`src/rtl/duck_motion.sv`:
```
// rtl/duck_motion.sv - duck anchor motion, frame-tick divider and erase/draw request sequencer
module duck_motion #(
  parameter int unsigned FRAME_CYCLES    = 833333,
  parameter int unsigned FRAMES_PER_STEP = 4,
  parameter logic [7:0]  X_START         = 8'd20,
  parameter logic [6:0]  Y_START         = 7'd60,
  parameter logic [7:0]  X_MIN           = 8'd5,
  parameter logic [7:0]  X_MAX           = 8'd159,
  parameter logic [6:0]  Y_MIN           = 7'd3,
  parameter logic [6:0]  Y_MAX           = 7'd116
) (
  input  logic       CLOCK_50,
  input  logic       resetn,
  input  logic       hit,
  input  logic       draw_done,
  output logic       draw_start,
  output logic [7:0] pos_x,
  output logic [6:0] pos_y,
  output logic [2:0] colour,
  output logic       falling,
  output logic       respawned
);

  localparam int unsigned       FC_W    = $clog2(FRAME_CYCLES);
  localparam logic [FC_W-1:0]   FC_LAST = FC_W'(FRAME_CYCLES - 1);
  localparam logic [3:0]        SP_LAST = 4'(FRAMES_PER_STEP - 1);

  typedef enum logic [2:0] {
    S_IDLE,
    S_ERASE_REQ,
    S_ERASE_WAIT,
    S_UPDATE,
    S_DRAW_REQ,
    S_DRAW_WAIT
  } state_t;

  state_t          state_q;
  logic [FC_W-1:0] frame_cnt_q;
  logic [3:0]      step_cnt_q;
  logic            step_due_q;
  logic [7:0]      x_q;
  logic [6:0]      y_q;
  logic            dir_x_q;   // 1 = right (increasing x)
  logic            dir_y_q;   // 1 = up (decreasing y)
  logic            falling_q;
  logic            draw_start_q;
  logic            respawned_q;
  logic [7:0]      pos_x_q;
  logic [6:0]      pos_y_q;
  logic [2:0]      colour_q;

  logic            frame_tick;
  logic            step_wrap;
  logic            step_take;
  logic [7:0]      y_fall;
  logic            fall_done;
  logic [7:0]      x_d;
  logic [6:0]      y_d;
  logic            dir_x_d;
  logic            dir_y_d;
  logic            falling_d;

  assign frame_tick = (frame_cnt_q == FC_LAST);
  assign step_wrap  = frame_tick && (step_cnt_q == SP_LAST);
  assign step_take  = (state_q == S_IDLE) && step_due_q;

  // Falling descent is computed in 8 bits so y near the bottom never wraps to the top
  assign y_fall    = {1'b0, y_q} + 8'd2;
  assign fall_done = (y_fall >= {1'b0, Y_MAX});

  // Free-running frame divider, independent of the sequencer state
  always_ff @(posedge CLOCK_50 or negedge resetn) begin
    if (!resetn) begin
      frame_cnt_q <= '0;
    end else if (frame_tick) begin
      frame_cnt_q <= '0;
    end else begin
      frame_cnt_q <= frame_cnt_q + 1'b1;
    end
  end

  // Step counter; a wrap while a step is already pending merges into it (no backlog)
  always_ff @(posedge CLOCK_50 or negedge resetn) begin
    if (!resetn) begin
      step_cnt_q <= '0;
      step_due_q <= 1'b0;
    end else begin
      if (frame_tick) begin
        step_cnt_q <= (step_cnt_q == SP_LAST) ? 4'd0 : step_cnt_q + 4'd1;
      end
      if (step_wrap) begin
        step_due_q <= 1'b1;
      end else if (step_take) begin
        step_due_q <= 1'b0;
      end
    end
  end

  // Next anchor position: bounce within bounds, or descend and respawn when shot
  always_comb begin
    x_d       = x_q;
    y_d       = y_q;
    dir_x_d   = dir_x_q;
    dir_y_d   = dir_y_q;
    falling_d = falling_q;
    if (falling_q) begin
      if (fall_done) begin
        x_d       = X_START;
        y_d       = Y_START;
        dir_x_d   = 1'b1;
        dir_y_d   = 1'b1;
        falling_d = 1'b0;
      end else begin
        y_d = y_fall[6:0];
      end
    end else begin
      if (dir_x_q) begin
        if (x_q == X_MAX) begin
          x_d     = X_MAX - 8'd1;
          dir_x_d = 1'b0;
        end else begin
          x_d = x_q + 8'd1;
        end
      end else begin
        if (x_q == X_MIN) begin
          x_d     = X_MIN + 8'd1;
          dir_x_d = 1'b1;
        end else begin
          x_d = x_q - 8'd1;
        end
      end
      if (dir_y_q) begin
        if (y_q == Y_MIN) begin
          y_d     = Y_MIN + 7'd1;
          dir_y_d = 1'b0;
        end else begin
          y_d = y_q - 7'd1;
        end
      end else begin
        if (y_q == Y_MAX) begin
          y_d     = Y_MAX - 7'd1;
          dir_y_d = 1'b1;
        end else begin
          y_d = y_q + 7'd1;
        end
      end
    end
  end

  // Erase-then-draw sequencer; request outputs are loaded on entry to each REQ state
  always_ff @(posedge CLOCK_50 or negedge resetn) begin
    if (!resetn) begin
      state_q      <= S_IDLE;
      x_q          <= X_START;
      y_q          <= Y_START;
      dir_x_q      <= 1'b1;
      dir_y_q      <= 1'b1;
      falling_q    <= 1'b0;
      draw_start_q <= 1'b0;
      respawned_q  <= 1'b0;
      pos_x_q      <= X_START;
      pos_y_q      <= Y_START;
      colour_q     <= 3'b111;
    end else begin
      draw_start_q <= 1'b0;
      respawned_q  <= 1'b0;
      case (state_q)
        S_IDLE: begin
          if (step_due_q) begin
            falling_q    <= falling_q | hit;
            draw_start_q <= 1'b1;
            pos_x_q      <= x_q;
            pos_y_q      <= y_q;
            colour_q     <= 3'b000;
            state_q      <= S_ERASE_REQ;
          end
        end
        S_ERASE_REQ: begin
          state_q <= S_ERASE_WAIT;
        end
        S_ERASE_WAIT: begin
          if (draw_done) begin
            // y is frozen here, so the respawn decision can be registered to land in UPDATE
            respawned_q <= falling_q && fall_done;
            state_q     <= S_UPDATE;
          end
        end
        S_UPDATE: begin
          x_q          <= x_d;
          y_q          <= y_d;
          dir_x_q      <= dir_x_d;
          dir_y_q      <= dir_y_d;
          falling_q    <= falling_d;
          draw_start_q <= 1'b1;
          pos_x_q      <= x_d;
          pos_y_q      <= y_d;
          colour_q     <= 3'b111;
          state_q      <= S_DRAW_REQ;
        end
        S_DRAW_REQ: begin
          state_q <= S_DRAW_WAIT;
        end
        S_DRAW_WAIT: begin
          if (draw_done) begin
            state_q <= S_IDLE;
          end
        end
        default: begin
          state_q <= S_IDLE;
        end
      endcase
    end
  end

  assign draw_start = draw_start_q;
  assign pos_x      = pos_x_q;
  assign pos_y      = pos_y_q;
  assign colour     = colour_q;
  assign falling    = falling_q;
  assign respawned  = respawned_q;

endmodule

```
`config.mk`:
```
export PLATFORM = sky130hd
export DESIGN_NAME = duck_motion
export DESIGN_NICKNAME = d
export VERILOG_FILES = /design/src/rtl/duck_motion.sv
export SDC_FILE = /design/constraint.sdc
export NUM_CORES = 1
export LEC_CHECK = 0
export BUFFER_PORTS_ARGS = -buffer_cell sky130_fd_sc_hd__buf_2
export CAP_MARGIN = 25
export CELL_PAD_IN_SITES_DETAIL_PLACEMENT = 1
export CELL_PAD_IN_SITES_GLOBAL_PLACEMENT = 2
export CORE_MARGIN = 5
export CORE_UTILIZATION = 41
export DETAILED_ROUTE_END_ITERATION = 7
export GPL_TIMING_DRIVEN = 0
export MAX_ROUTING_LAYER = met4
export PLACE_DENSITY = 0.85
export SLEW_MARGIN = 30
export SYNTH_ARGS = -nofsm -noshare
export SYNTH_HDL_FRONTEND = slang
export SYNTH_SLANG_ARGS = --single-unit
```
`constraint.sdc`:
```
create_clock -name CLOCK_50 -period 3.75 [get_ports CLOCK_50]
set_input_delay 0 -clock CLOCK_50 [delete_from_list [all_inputs] [get_ports CLOCK_50]]
set_output_delay 0 -clock CLOCK_50 [all_outputs]
set_load 0.01 [all_outputs]
```
* Yosys cells after proc, flatten, opt, wreduce, memory -nomap -nowiden
Index checks and enable logic that the tools add are counted.
** Word-level totals
- Bits in registers :: 66
- Output and inout port bits :: 21
- Word-level logic and storage cells :: 88
** Operators by class
- $add $sub $neg :: 7
- Magnitude comparators :: 1
- Eq/ne operators :: 15
- Mux-type cells :: 41
- Bitwise logic cells :: 1
- Reduce and logical (&&, ||, !) cells :: 9
** Operators by type and width (number)
- 2-to-1 mux 8 bit :: 6
- 2-to-1 mux 7 bit :: 6
- adder 20 x 1 -> 20 bit, second input constant :: 1
- equality test 20 bit, second input constant :: 1
- 2-to-1 mux 20 bit :: 1
- case mux 3 bit (6 select lines) :: 1
- 2-to-1 mux 1 bit :: 17
- case mux 8 bit (2 select lines) :: 1
- case mux 7 bit (2 select lines) :: 1
- 2-to-1 mux 3 bit :: 4
- adder 7 x 2 -> 8 bit, second input constant :: 1
- adder 8 x 1 -> 8 bit, second input constant :: 1
- equality test 8 x 3 -> 1 bit, second input constant :: 1
- equality test 8 bit, second input constant :: 1
- >= comparator 8 x 7 -> 1 bit, second input constant :: 1
- subtractor 8 x 1 -> 8 bit, second input constant :: 1
- adder 7 x 1 -> 7 bit, second input constant :: 1
- equality test 7 x 2 -> 1 bit, second input constant :: 1
- equality test 7 bit, second input constant :: 1
- subtractor 7 x 1 -> 7 bit, second input constant :: 1
- equality test 3 x 2 -> 1 bit, second input constant :: 2
- equality test 3 bit, second input constant :: 2
- inequality test 2 bit, second input constant :: 3
- case mux 3 bit (2 select lines) :: 1
- 12 further kinds :: 17

* Depth between registers and ports, before layout
- Word-level depth :: 5
- Mapped depth :: 9
- Gate-level depth less buffers :: 8

* Worst setup path after synthesis
No wires, ideal clock.
- Path kind :: register -> register
- Start point :: reg y_q[2]
- End point :: reg pos_x_q[2], in the netlist pos_x[2]
- Library setup time :: 0.082 ns
- Arrival :: 2.336 ns
- Required time :: 3.668 ns
- Setup slack :: 1.331 ns
- Stages on the path, launching flop included :: 10
- Path buffers :: 1
- Clock period less this slack :: 2.419 ns
- Cell sequence :: dfstp_2 buf_4 inv_1 ha_1 o21a_1 o2bb2a_1 o311ai_1 a21oi_2 a22o_1 mux2_2
** Between the ends
- Longest elaborated chain between the ends :: 5
** RTL lines
- from (decl) :: RTL line 42 : logic [6:0] y_q;
- from (signal assigned) :: RTL line 190 : y_q <= y_d;
- adder 7 x 2 -> 8 bit :: RTL line 68 : assign y_fall = {1'b0, y_q} + 8'd2;
- >= comparator 8 x 7 -> 1 bit :: RTL line 69 : assign fall_done = (y_fall >= {1'b0, Y_MAX});
- 2-to-1 mux 8 bit :: RTL line 107 : if (fall_done) begin
- 2-to-1 mux 8 bit :: RTL line 106 : if (falling_q) begin
- case mux 8 bit (2 select lines) :: RTL line 167 : case (state_q)
- to (signal assigned) :: RTL line 172 : pos_x_q <= x_q;
- to (decl) :: RTL line 48 : logic [7:0] pos_x_q;
No other way between the ends.
A chain may end at the register's enable or synchronous reset.

* Final worst setup path
- Start point :: reg y_q[2]
- End point :: reg pos_x_q[0], in the netlist pos_x[0]
The elaborated chain is that of the path after synthesis.

==> impl_results.md <==
- Worst min path class: input pin to async pin
- Final Setup Violations: 0
- Vias in the first global route: ~3200
- First-pass GRT wire length: 16200 um
- Pint: between 1500 and 2000 uW
- Pre-CTS setup slack: between 0.9 and 1 ns
- Ratio of cells with drive above 1 in the final layout: 0.202
- Fin Clk Skew: 0.0143 ns
- Port bufs: 24
- Setup tns final: 0 ns
- Total Nets Final: around 460
- Syn avg cell area: 9.31 um2
- Post-synth top area cell: dfrtp_1
- Final worst-path cycle share: 0.762
- # Post-CTS Setup Buffers: 0
- Max frequency: 350 MHz
- Synth Area in Compound Gates: 0.167
- Largest family of logic cells by synthesized area: simple AND/OR/NAND/NOR gates
- Synth Warn #: 0
- Combinational share of power: 0.420
- CP Data Arrival Time: ~3.1 ns
- R2r endpoint: pos_x[0]
- Via/cell ratio: 5.66
- Num CTS Buffers: 9
- Die X: roughly 110 um
- Grt ovf: 0
- Crit Path Max Fanout: 10
- Status: finished, final reports clean
- Core Util, Final: 0.489
- Synth Net Count: 418
- Clk_lat worst skew: roughly 0.36 ns
- Synth top area share: 0.328
- Final setup margin: between 0.8 and 0.9 ns
- Die height: 106 um
- Cell area power density: about 740 mW/mm2
- XOR/XNOR Fraction of Synth Area: 0.0491
- Max clock buf depth: 2
- Post-synth ARST share: 1.00
- Mapped Cells: between 400 and 500
- Worst-margin pin slew: between 0.7 and 0.8 ns
- Root buffer cell: clkbuf_8
- Fin. max-slew vios: 0
- Number of synthesized flops with an enable pin: 0
- Switching pwr: around 1300 uW
- Max-cap check violation count: 0
- Initial Util: 0.425
- CP Launch Type: flip-flop
- RSZ-0062 raised after global routing: false
- DIE AREA: 0.0111 mm2
- Mux share of post-synthesis cell area: 0.0408
- CTS sink cnt: 64
- CP endpoint kind: flip-flop
- Post-Syn Area: about 0.0037 mm2
- Final hold vios: 0
- Seq pwr share: 0.338
- Drt wl/cell: roughly 18 um
- LEAKAGE: 0.00192 uW
- Top cells by area, synth: dfrtp_1 (33%), dfstp_2 (11%), ha_1 (4.0%)
- Clk slew on worst S/H paths: 0.09 ns
- CTS tree: yes
- DRC violations left: 0
- Predominant post-synthesis flop cell: dfrtp_1
- WP data required: about 4 ns
- Core area: 0.00881 mm2
- Initial DRC count: 76
- Global Route Usage Sum: 0.186
- Final Power: about 3200 uW
- Slew margin rel.: 0.515
- Reg-to-Reg Start: y_q[2]
- # fillers: a little over 1000
- Detailed Routing Iterations Pass 1: 4
- Placed Cells: approximately 540
- Ports: 25
- Crit path kind: flip-flop to flip-flop
- Sw Ratio: 0.402
- Htree depth: 3
- N_diodes: 0
- Initial antenna violation count: 0
- Reg-to-reg slack, setup: roughly 0.89 ns
- R2R cell count: 9
- Yosys cell types: 66
- WL final: roughly 9800 um
- Synth Area in Adders: 0.0401
- Worst vdd ir: approximately 0.24 mV
- Cell row count: 34
- Final HPWL from detailed placement: approximately 7000 um
- Synth Area in Simple Gates: 0.218
- Pin count of the biggest net entering global routing: 51
- Tmin final: 2.86 ns
- Synth-to-layout area growth: 15.1%
- Sequential element share of the synthesized area: 0.433
- Synth Register Bits: 64
- Clock power share: 0.243
- Antenna-violating nets left: 0
- GPL Wtd Cong: a little under 0.9
- Fin cells: 554
- DR vias: 3133
## timing repair
action,CTS,global route
hold buffers,3,0
hold endpoints to repair,55,0
gates resized for setup,0,0
## through the flow
stage,hold slack (ns),cell area [um2]
2_1_floorplan,-0.296,3740
3_3_place_gp,0.273,4000
3_5_place_dp,-0.115,4030
4_1_cts,0.0367,4310
5_1_grt,0.0717,4310
6_report,0.0551,4310
## power groups by stage
stage | registers [uW] | clock network [uW] | logic, uW
after floorplan | 1090 | 0 | 902
after global placement | 1080 | 0 | 1300
after detailed placement | 1080 | 0 | 1330
after CTS | 1070 | 788 | 1340
after global routing | 1100 | 822 | 1470
final | 1070 | 772 | 1330
## worst max path at each step
stage | startpoint | end | slack (ns) | cells after the start
after floorplan | y_q[2] | pos_x[2] | 1.33 | 9
final | y_q[2] | pos_x[0] | 0.89 | 9
after global routing | y_q[2] | pos_x[0] | 0.76 | 9
after CTS | y_q[2] | pos_x[0] | 0.89 | 9
after detailed placement | y_q[2] | pos_x[0] | 0.91 | 9
after global placement | y_q[2] | pos_x[0] | 0.91 | 9
## layer usage
metal / up-vias / GRT usage / routed length [um]
met5: - / - / 0
met4: 0 / 0.0518 / 105
met3: 11 / 0.0373 / 266
met2: 37 / 0.299 / 4710
met1: 1566 / 0.240 / 4740
li1: 1519 / - / -
## synth_stat cells (7+ instances only)
cell and instances:
nor3_1 9, and3_1 10, nand4_1 9, nand3_1 23
a21oi_1 18, mux2_2 10, o31ai_1 7, buf_2 11
nor2_1 37, dfstp_2 15, xor2_1 8, xnor2_1 13
inv_1 18, nand2_1 34, dfrtp_1 49, ha_1 12
o21ai_0 14, clkbuf_1 9
## flip-flops by register name (all words and copies together), names as in the netlist, 3 cells and up
register,count
frame_cnt_q,20
pos_x,8
pos_y,7
state_q,3
step_cnt_q,4
x_q,8
y_q,7
## layout make-up
cell class                 count  area [um2]  area share
inverter                      18        67.6      0.0157
tap                          108         135      0.0314
buffer                        26         130      0.0302
timing repair buffer          28         180      0.0418
multi-input combinational    294        1930       0.447
clock buffer                   9         124      0.0288
sequential                    64        1620       0.376
clock inverter                 7         125      0.0290
## worst max-delay path, stage by stage (launching register included)
cell      delay (ns)
dfstp_2         0.56
buf_4           0.18
inv_1           0.11
ha_1            0.37
o21a_1          0.17
o2bb2a_1        0.15
o311ai_1        0.16
a21oi_2         0.53
o22ai_1         0.19
mux2_2          0.32
## cell usage in the layout, fill, tap and decap left out, types with 3 or more instances in the layout
| cell type | instances |
|---|---|
| dfrtp_1 | 49 |
| nor2_1 | 37 |
| buf_2 | 34 |
| nand2_1 | 34 |
| nand3_1 | 23 |
| inv_1 | 18 |
| a21oi_1 | 18 |
| dfstp_2 | 15 |
| o21ai_0 | 14 |
| xnor2_1 | 13 |
| ha_1 | 12 |
| and3_1 | 10 |
| mux2_2 | 10 |
| clkbuf_1 | 9 |
| nand4_1 | 9 |
| nor3_1 | 9 |
| clkbuf_8 | 9 |
| xor2_1 | 8 |
| o31ai_1 | 7 |
| nand2b_1 | 6 |
| nand3b_1 | 6 |
| o211ai_1 | 6 |
| nor2b_1 | 5 |
| a31oi_1 | 5 |
| buf_4 | 4 |
| o22ai_1 | 4 |
| mux2i_1 | 4 |
| nor4_1 | 3 |
| a22o_1 | 3 |
| bufinv_16 | 3 |
| inv_6 | 3 |
| dlygate4sd3_1 | 3 |
## kinds of logic (layout without fill, tap and decap cells)
logic type | Yosys count | after routing
fa+ha+maj | 12 | 12
buf+inv | 44 | 88
compound gates | 90 | 90
flops | 64 | 64
simple gates | 157 | 157
mux | 14 | 14
xor+xnor | 21 | 21
No activity file was read; power rests on OpenSTA's default activity.
